<file path="config.mk">
export PLATFORM = sky130hd
export DESIGN_NAME = sram_port_arbiter_flat
export DESIGN_NICKNAME = d
export VERILOG_FILES = /design/src/rtl/sram_port_arbiter_pkg.sv /design/src/rtl/sram_port_arbiter_if.sv /design/src/rtl/sram_port_arbiter_rr_arb2.sv /design/src/rtl/sram_port_arbiter.sv /design/src/flat_wrapper.sv
export SDC_FILE = /design/constraint.sdc
export NUM_CORES = 1
export LEC_CHECK = 0
export ABC_AREA = 1
export CAP_MARGIN = 10
export CORE_MARGIN = 3
export CORE_UTILIZATION = 36
export CTS_CLUSTER_DIAMETER = 100
export CTS_CLUSTER_SIZE = 16
export DETAILED_ROUTE_END_ITERATION = 16
export PLACE_DENSITY = 0.76
export SKIP_CTS_REPAIR_TIMING = 1
export SLEW_MARGIN = 20
export SYNTH_ARGS = -nofsm -noshare
export SYNTH_HDL_FRONTEND = slang
export SYNTH_SLANG_ARGS = --single-unit
</file>
<file path="constraint.sdc">
create_clock -name clk -period 1.3 [get_ports clk]
set_clock_uncertainty 0.15 [all_clocks]
set_input_delay 0.325 -clock clk [delete_from_list [all_inputs] [get_ports clk]]
set_output_delay 0.325 -clock clk [all_outputs]
set_load 0.1 [all_outputs]
</file>
<file path="src/rtl/sram_port_arbiter_pkg.sv">
// Shared types and constants for the two-port SRAM arbiter.
// State encoding and transfer-direction values.
package sram_ctrl_pkg;

  typedef logic [1:0] state_t;

  localparam state_t IDLE   = 2'd0;
  localparam state_t ISSUE  = 2'd1;
  localparam state_t RDWAIT = 2'd2;
  localparam state_t RESP   = 2'd3;

  localparam logic RD = 1'b0;
  localparam logic WR = 1'b1;

  function automatic logic [1:0] onehot2(logic idx);
    return idx ? 2'b10 : 2'b01;
  endfunction

endpackage

</file>
<file path="src/rtl/sram_port_arbiter_if.sv">
// Client-side bundle of the SRAM port arbiter.
// The arbiter takes the slave view, the requesters the master view.
interface sram_port_arbiter_if #(
  parameter int ADDR_W = 4,
  parameter int DATA_W = 8
);

  logic [1:0]          req_valid;
  logic [1:0]          req_ready;
  logic [1:0]          req_rw;
  logic [2*ADDR_W-1:0] req_addr;
  logic [2*DATA_W-1:0] req_wdata;
  logic [1:0]          rsp_valid;
  logic [DATA_W-1:0]   rsp_rdata;
  logic                busy;

  modport slave (
    input  req_valid, req_rw, req_addr, req_wdata,
    output req_ready, rsp_valid, rsp_rdata, busy
  );

  modport master (
    output req_valid, req_rw, req_addr, req_wdata,
    input  req_ready, rsp_valid, rsp_rdata, busy
  );

endinterface

</file>
<file path="src/rtl/sram_port_arbiter_rr_arb2.sv">
// Combinational two-way round-robin arbiter.
// With both requesting, the side that did not win last time is chosen.
module rr_arb2 (
  input  logic [1:0] req,
  input  logic [0:0] last,
  output logic [1:0] gnt
);

  always_comb begin
    gnt = 2'b00;
    unique case (1'b1)
      (req == 2'b11): gnt = last[0] ? 2'b01 : 2'b10;
      (req == 2'b01): gnt = 2'b01;
      (req == 2'b10): gnt = 2'b10;
      default:        gnt = 2'b00;
    endcase
  end

endmodule

</file>
<file path="src/rtl/sram_port_arbiter.sv">
// Shares one registered-output single-port SRAM between two requesters,
// one transaction at a time, with round-robin fairness.
module sram_port_arbiter
  import sram_ctrl_pkg::*;
#(
  parameter int ADDR_W = 4,
  parameter int DATA_W = 8
) (
  input  logic              clk,
  input  logic              rst_n,
  sram_port_arbiter_if.slave cl,
  output logic              mem_rw,
  output logic [ADDR_W-1:0] mem_addr,
  output logic [DATA_W-1:0] mem_wdata,
  input  logic [DATA_W-1:0] mem_rdata
);

  state_t r_state;
  state_t w_next;

  logic              r_owner;
  logic              r_last;
  logic              r_mem_rw;
  logic [ADDR_W-1:0] r_mem_addr;
  logic [DATA_W-1:0] r_mem_wdata;
  logic [1:0]        r_rsp_valid;
  logic [DATA_W-1:0] r_rsp_rdata;

  logic              w_owner;
  logic              w_last;
  logic              w_mem_rw;
  logic [ADDR_W-1:0] w_mem_addr;
  logic [DATA_W-1:0] w_mem_wdata;
  logic [1:0]        w_rsp_valid;
  logic [DATA_W-1:0] w_rsp_rdata;

  logic [1:0] w_gnt;
  logic       w_sel;
  logic       w_acc;

  rr_arb2 u_arb (
    .req  (cl.req_valid),
    .last (r_last),
    .gnt  (w_gnt)
  );

  assign w_sel        = w_gnt[1];
  assign cl.req_ready = (r_state == IDLE) ? w_gnt : 2'b00;
  assign w_acc        = |(cl.req_valid & cl.req_ready);
  assign cl.busy      = (r_state != IDLE);

  assign cl.rsp_valid = r_rsp_valid;
  assign cl.rsp_rdata = r_rsp_rdata;
  assign mem_rw       = r_mem_rw;
  assign mem_addr     = r_mem_addr;
  assign mem_wdata    = r_mem_wdata;

  always_ff @(posedge clk or negedge rst_n) begin
    if (!rst_n) r_state <= IDLE;
    else        r_state <= w_next;
  end

  always_comb begin
    w_next = r_state;
    unique case (r_state)
      IDLE:    if (w_acc) w_next = ISSUE;
      ISSUE:   w_next = (r_mem_rw == WR) ? RESP : RDWAIT;
      RDWAIT:  w_next = RESP;
      RESP:    w_next = IDLE;
      default: w_next = IDLE;
    endcase
  end

  // mem_rw defaults low so it is only high during ISSUE of a write
  always_comb begin
    w_owner     = r_owner;
    w_last      = r_last;
    w_mem_rw    = RD;
    w_mem_addr  = r_mem_addr;
    w_mem_wdata = r_mem_wdata;
    w_rsp_valid = 2'b00;
    w_rsp_rdata = r_rsp_rdata;
    unique case (r_state)
      IDLE: begin
        if (w_acc) begin
          w_owner     = w_sel;
          w_last      = w_sel;
          w_mem_rw    = cl.req_rw[w_sel];
          w_mem_addr  = w_sel ? cl.req_addr[2*ADDR_W-1:ADDR_W]
                              : cl.req_addr[ADDR_W-1:0];
          w_mem_wdata = w_sel ? cl.req_wdata[2*DATA_W-1:DATA_W]
                              : cl.req_wdata[DATA_W-1:0];
        end
      end
      ISSUE: begin
        if (r_mem_rw == WR) w_rsp_valid = onehot2(r_owner);
      end
      RDWAIT: begin
        w_rsp_rdata = mem_rdata;
        w_rsp_valid = onehot2(r_owner);
      end
      RESP: begin
      end
      default: begin
      end
    endcase
  end

  always_ff @(posedge clk or negedge rst_n) begin
    if (!rst_n) begin
      r_owner     <= 1'b0;
      r_last      <= 1'b1;
      r_mem_rw    <= 1'b0;
      r_mem_addr  <= '0;
      r_mem_wdata <= '0;
      r_rsp_valid <= 2'b00;
      r_rsp_rdata <= '0;
    end else begin
      r_owner     <= w_owner;
      r_last      <= w_last;
      r_mem_rw    <= w_mem_rw;
      r_mem_addr  <= w_mem_addr;
      r_mem_wdata <= w_mem_wdata;
      r_rsp_valid <= w_rsp_valid;
      r_rsp_rdata <= w_rsp_rdata;
    end
  end

endmodule

</file>
<file path="src/flat_wrapper.sv">
// flat-port wrapper written by rule: the top's interface ports become plain ports
module sram_port_arbiter_flat import sram_ctrl_pkg::*;
#(
  parameter int ADDR_W = 4,
  parameter int DATA_W = 8
)
  (clk, rst_n, mem_rw, mem_addr, mem_wdata, mem_rdata, cl_req_valid, cl_req_rw, cl_req_addr, cl_req_wdata, cl_req_ready, cl_rsp_valid, cl_rsp_rdata, cl_busy);
  sram_port_arbiter_if #(.ADDR_W(ADDR_W), .DATA_W(DATA_W)) cl_i ();
  input  logic clk;
  input  logic rst_n;
  output logic mem_rw;
  output logic [ADDR_W-1:0] mem_addr;
  output logic [DATA_W-1:0] mem_wdata;
  input  logic [DATA_W-1:0] mem_rdata;
  input wire logic [$bits(cl_i.req_valid)-1:0] cl_req_valid;
  input wire logic [$bits(cl_i.req_rw)-1:0] cl_req_rw;
  input wire logic [$bits(cl_i.req_addr)-1:0] cl_req_addr;
  input wire logic [$bits(cl_i.req_wdata)-1:0] cl_req_wdata;
  output wire logic [$bits(cl_i.req_ready)-1:0] cl_req_ready;
  output wire logic [$bits(cl_i.rsp_valid)-1:0] cl_rsp_valid;
  output wire logic [$bits(cl_i.rsp_rdata)-1:0] cl_rsp_rdata;
  output wire logic [$bits(cl_i.busy)-1:0] cl_busy;
  assign cl_i.req_valid = cl_req_valid;
  assign cl_i.req_rw = cl_req_rw;
  assign cl_i.req_addr = cl_req_addr;
  assign cl_i.req_wdata = cl_req_wdata;
  assign cl_req_ready = cl_i.req_ready;
  assign cl_rsp_valid = cl_i.rsp_valid;
  assign cl_rsp_rdata = cl_i.rsp_rdata;
  assign cl_busy = cl_i.busy;
  sram_port_arbiter #(.ADDR_W(ADDR_W), .DATA_W(DATA_W)) u_core (.clk(clk), .rst_n(rst_n), .cl(cl_i), .mem_rw(mem_rw), .mem_addr(mem_addr), .mem_wdata(mem_wdata), .mem_rdata(mem_rdata));
endmodule
</file>
==> results.py, run 1 <==
metrics = {
    "critical_path": {
        "critical_path.endpoint_type": "primary output",
        "critPathCapture": "cl_req_ready[0]",
        "worstReg2RegEnd": "u_core.r_last$_DFFE_PN1P_",
        "number_of_cell_instances_on_the_worst_register_to_register_path": 7,
        "cp.required_ns": 0.82,
        "crit_path_start_kind": "flip-flop",
        "cpMaxStageDelayCell": "sky130_fd_sc_hd__dfrtp_1",
        "startpoint": "u_core.r_state[0]$_DFFE_PN0P_",
        "crit_path_cell_trace": "inv_2 > ha_4 > clkinvlp_4 > nor2_4 > buf_12",
        "worstSetupPathDepth": 5,
        "critPathMaxFanout": 3,
        "critPathArrivalTime_ns": 1.32,
        "worst-setup-path-type": "flip-flop to primary output",
        "cp.buffers_inverters": 3,
        "max_stage_delay_ns": 0.39,
        "timing.reg2reg.setup_slack_ns": -0.40,
        "critical-path-top-delay-family": "flip-flops",
        "r2r_start": "u_core.r_state[0]$_DFFE_PN0P_",
    },
    "yosys": {
        "yosys_warnings": 0,
        "area_share_of_the_largest_cell_type_after_synthesis_pct": 48.1,
        "synth.ff_latch_count": 27,
        "cell_area_after_technology_mapping_um2": 1350,
        "synth-seq-area-share_pct": 50.0,
        "synth.distinct_cells": 17,
        "synthDominantAreaCellType": "sky130_fd_sc_hd__dfrtp_1",
        "yosys-top-cells-area": "sky130_fd_sc_hd__dfrtp_1 (48%), sky130_fd_sc_hd__nand2_1 (12%), sky130_fd_sc_hd__nand3_1 (10%)",
        "syn-mean-instance-area_um2": 8.30,
        "synth_nets": 205,
        "synthCells": 163,
    },
    "global_route": {
        "gr-total-overflow": 0,
        "initial_antenna_violation_count": 0,
        "grt_first_pass_wirelength_mm": 5.40,
        "grt_start_max_net_pins": 28,
        "grt_use_total_pct": 15.4,
        "number_of_global_route_vias_before_repair": 1247,
    },
    "place": {
        "placement.io_buffers": 63,
        "dp_hpwl_mm": 2.63,
        "place_congestion": 0.811,
        "dpl_cell_area_um2": 2430,
        "numPlacedInstances": 280,
    },
    "timing": {
        "report.final.setup_viol": 53,
        "timing.fmax_mhz": 556,
        "final.setup.worst_slack_ns": -0.499,
        "final-max-slew-violation-count": 0,
        "grt_setup_unrepaired": "true",
        "finalCriticalPeriod_ns": 1.80,
        "post-route-period-util_pct": 138,
        "slew_headroom_pct": 83.7,
        "tightestPinTransition_ns": 0.243,
        "report.final.hold_viol_count": 0,
        "fin_tns_setup_ns": -8.42,
    },
    "routing": {
        "route.detailed.wl_per_inst_um": 13.0,
        "ant_nets": 0,
        "wl_mm": 3.87,
        "route.detailed.drc": 0,
        "drt_first_pass_iters": 4,
        "route.detailed.vias_per_inst": 4.49,
        "route.vias.total": 1337,
        "drt-initial-drc-count": 65,
    },
    "finish": {
        "final_cell_count_no_fill": 298,
        "design.final.nets": 295,
        "post-route-cell-area_um2": 2720,
        "flow.area_growth_from_synthesis_pct": 101,
        "drive_gt1_share_pct": 45.2,
        "postLayoutCoreUtil_pct": 78.4,
        "n_antenna_cell": 0,
    },
    "clocking": {
        "cts-root-to-sink-buffers": 2,
        "cts_tree": "built",
        "cts_h_tree_depth": 1,
        "clk_transition_reported_paths_ns": 0.09,
        "ctsRootBufferMaster": "sky130_fd_sc_hd__clkbuf_8",
        "cts.sink_count": 27,
        "clk_latency_ns": 0.26,
        "cts_made_buffers": 3,
    },
    "flow_run": {
        "maximum_capacitance_violations": 0,
    },
    "status": {
        "outcome": "complete, but fails checks",
        "violated_checks": "negative setup slack",
    },
    "die": {
        "die_height_um": 67.3,
        "rows": 21,
        "design.die.area_um2": 4530,
        "die-width_um": 67.3,
        "coreArea_um2": 3470,
        "floorplan.initialDensity_pct": 39.0,
        "design.portCount": 64,
    },
    "min_path": {
        "timing.hold.worst.class": "input port to asynchronous set/reset pin",
    },
}
cells by family (layout without fill, tap and decap cells):
logic type | Yosys count | after routing | synth area share (%)
buf+inv | 40 | 129 | 12.3
flops | 27 | 27 | 50.0
fa+ha+maj | 4 | 4 | 3.70
simple gates | 77 | 77 | 24.4
mux | 8 | 8 | 6.66
compound gates | 7 | 7 | 2.87
area by class of cell:
cell class | instances | area [µm²]
clock buffer | 4 | 45.0
timing repair buffer | 90 | 1150
sequential | 27 | 706
tap | 46 | 57.6
inverter | 34 | 136
multi-input combinational | 96 | 617
timing repair inverter | 1 | 7.51
fill | 222 | 748
cells in the mapped netlist:
cell type,number
sky130_fd_sc_hd__nand3_1,27
sky130_fd_sc_hd__buf_4,1
sky130_fd_sc_hd__o21ai_1,4
sky130_fd_sc_hd__nand2_2,3
sky130_fd_sc_hd__buf_2,4
sky130_fd_sc_hd__a21oi_1,1
sky130_fd_sc_hd__o21ai_2,1
sky130_fd_sc_hd__ha_1,4
sky130_fd_sc_hd__buf_6,1
sky130_fd_sc_hd__dfstp_2,1
sky130_fd_sc_hd__nor2_1,3
sky130_fd_sc_hd__o21ai_0,1
sky130_fd_sc_hd__inv_2,2
sky130_fd_sc_hd__nand2_1,44
sky130_fd_sc_hd__mux2_2,8
sky130_fd_sc_hd__inv_1,32
sky130_fd_sc_hd__dfrtp_1,26
cells in the final DEF, fill, tap and decap left out:
cell / netlist / layout
sky130_fd_sc_hd__a21oi_2: 0 / 1
sky130_fd_sc_hd__buf_12: 0 / 28
sky130_fd_sc_hd__buf_4: 1 / 17
sky130_fd_sc_hd__buf_6: 1 / 8
sky130_fd_sc_hd__clkbuf_1: 0 / 1
sky130_fd_sc_hd__clkbuf_8: 0 / 3
sky130_fd_sc_hd__clkdlybuf4s50_1: 0 / 36
sky130_fd_sc_hd__clkinvlp_4: 0 / 2
sky130_fd_sc_hd__dfrtp_1: 26 / 3
sky130_fd_sc_hd__dfrtp_2: 0 / 23
sky130_fd_sc_hd__dfstp_2: 1 / 1
sky130_fd_sc_hd__dlymetal6s2s_1: 0 / 1
sky130_fd_sc_hd__ha_1: 4 / 1
sky130_fd_sc_hd__ha_4: 0 / 3
sky130_fd_sc_hd__inv_1: 32 / 29
sky130_fd_sc_hd__inv_2: 2 / 2
sky130_fd_sc_hd__inv_4: 0 / 2
sky130_fd_sc_hd__mux2_2: 8 / 8
sky130_fd_sc_hd__nand2_1: 44 / 41
sky130_fd_sc_hd__nand2_2: 3 / 5
sky130_fd_sc_hd__nand2_4: 0 / 1
sky130_fd_sc_hd__nand3_1: 27 / 20
sky130_fd_sc_hd__nand3_2: 0 / 7
sky130_fd_sc_hd__nor2_1: 3 / 2
sky130_fd_sc_hd__nor2_4: 0 / 1
sky130_fd_sc_hd__o21ai_1: 4 / 4
sky130_fd_sc_hd__o21ai_2: 1 / 1
sky130_fd_sc_hd__o21ai_4: 0 / 1
flip-flops by register name, summed over array words and instances (netlist names):
signal and count:
u_core.cl.rsp_valid 2, u_core.r_state 2, u_core.mem_wdata 8, u_core.r_owner 1, u_core.cl.rsp_rdata 8, u_core.r_last 1, u_core.mem_rw 1, u_core.mem_addr 4
worst register-to-register path, cell delays in order, from the launching register on:
cell	delay, ns
sky130_fd_sc_hd__dfrtp_1	0.37
sky130_fd_sc_hd__inv_2	0.06
sky130_fd_sc_hd__ha_4	0.17
sky130_fd_sc_hd__buf_4	0.13
sky130_fd_sc_hd__buf_6	0.11
sky130_fd_sc_hd__o21ai_4	0.10
sky130_fd_sc_hd__clkinvlp_4	0.28
sky130_fd_sc_hd__o21ai_1	0.24
layer usage:
layer / up-vias / routed length (µm) / track usage, %
met5: - / 0 / 0
met4: 0 / 50 / 4.30
met3: 6 / 247 / 3.16
met2: 45 / 1970 / 26.9
met1: 611 / 1600 / 19.2
li1: 675 / - / -
worst min path at each step:
stage,endpoint
6_report,u_core.cl.rsp_valid[0]$_DFF_PN0_
5_1_grt,u_core.cl.rsp_rdata[7]$_DFFE_PN0N_
4_1_cts,u_core.cl.rsp_rdata[6]$_DFFE_PN0N_
3_5_place_dp,u_core.cl.rsp_valid[0]$_DFF_PN0_
3_3_place_gp,u_core.cl.rsp_valid[0]$_DFF_PN0_
2_1_floorplan,u_core.cl.rsp_rdata[0]$_DFFE_PN0N_
through the flow:
step / setup slack, ns / hold WS (ns)
after CTS: -0.540 / 0.274
after global placement: -0.507 / 0.253
after detailed placement: -0.540 / 0.260
after floorplan: -0.914 / -0.121
final: -0.499 / 0.267
after global routing: -0.551 / 0.274
Power of run 1 is not shown: default switching activity piles up to over one toggle a cycle in this logic, so the estimate is an artifact.
==> run 2: changes to the inputs <==
Settings changed: HOLD_SLACK_MARGIN set to 0.08.
==> results of run 2 <==
No change in the layout: final DEF, timing and power equal those of run 1.
Power of run 2 is left out for the same reason.
==> run 3: changes to the inputs <==
Settings changed: CTS_CLUSTER_DIAMETER 100 to 120.
==> results of run 3 <==
No change in the layout: final DEF, timing and power equal those of run 1.
Power of run 3 is left out for the same reason.
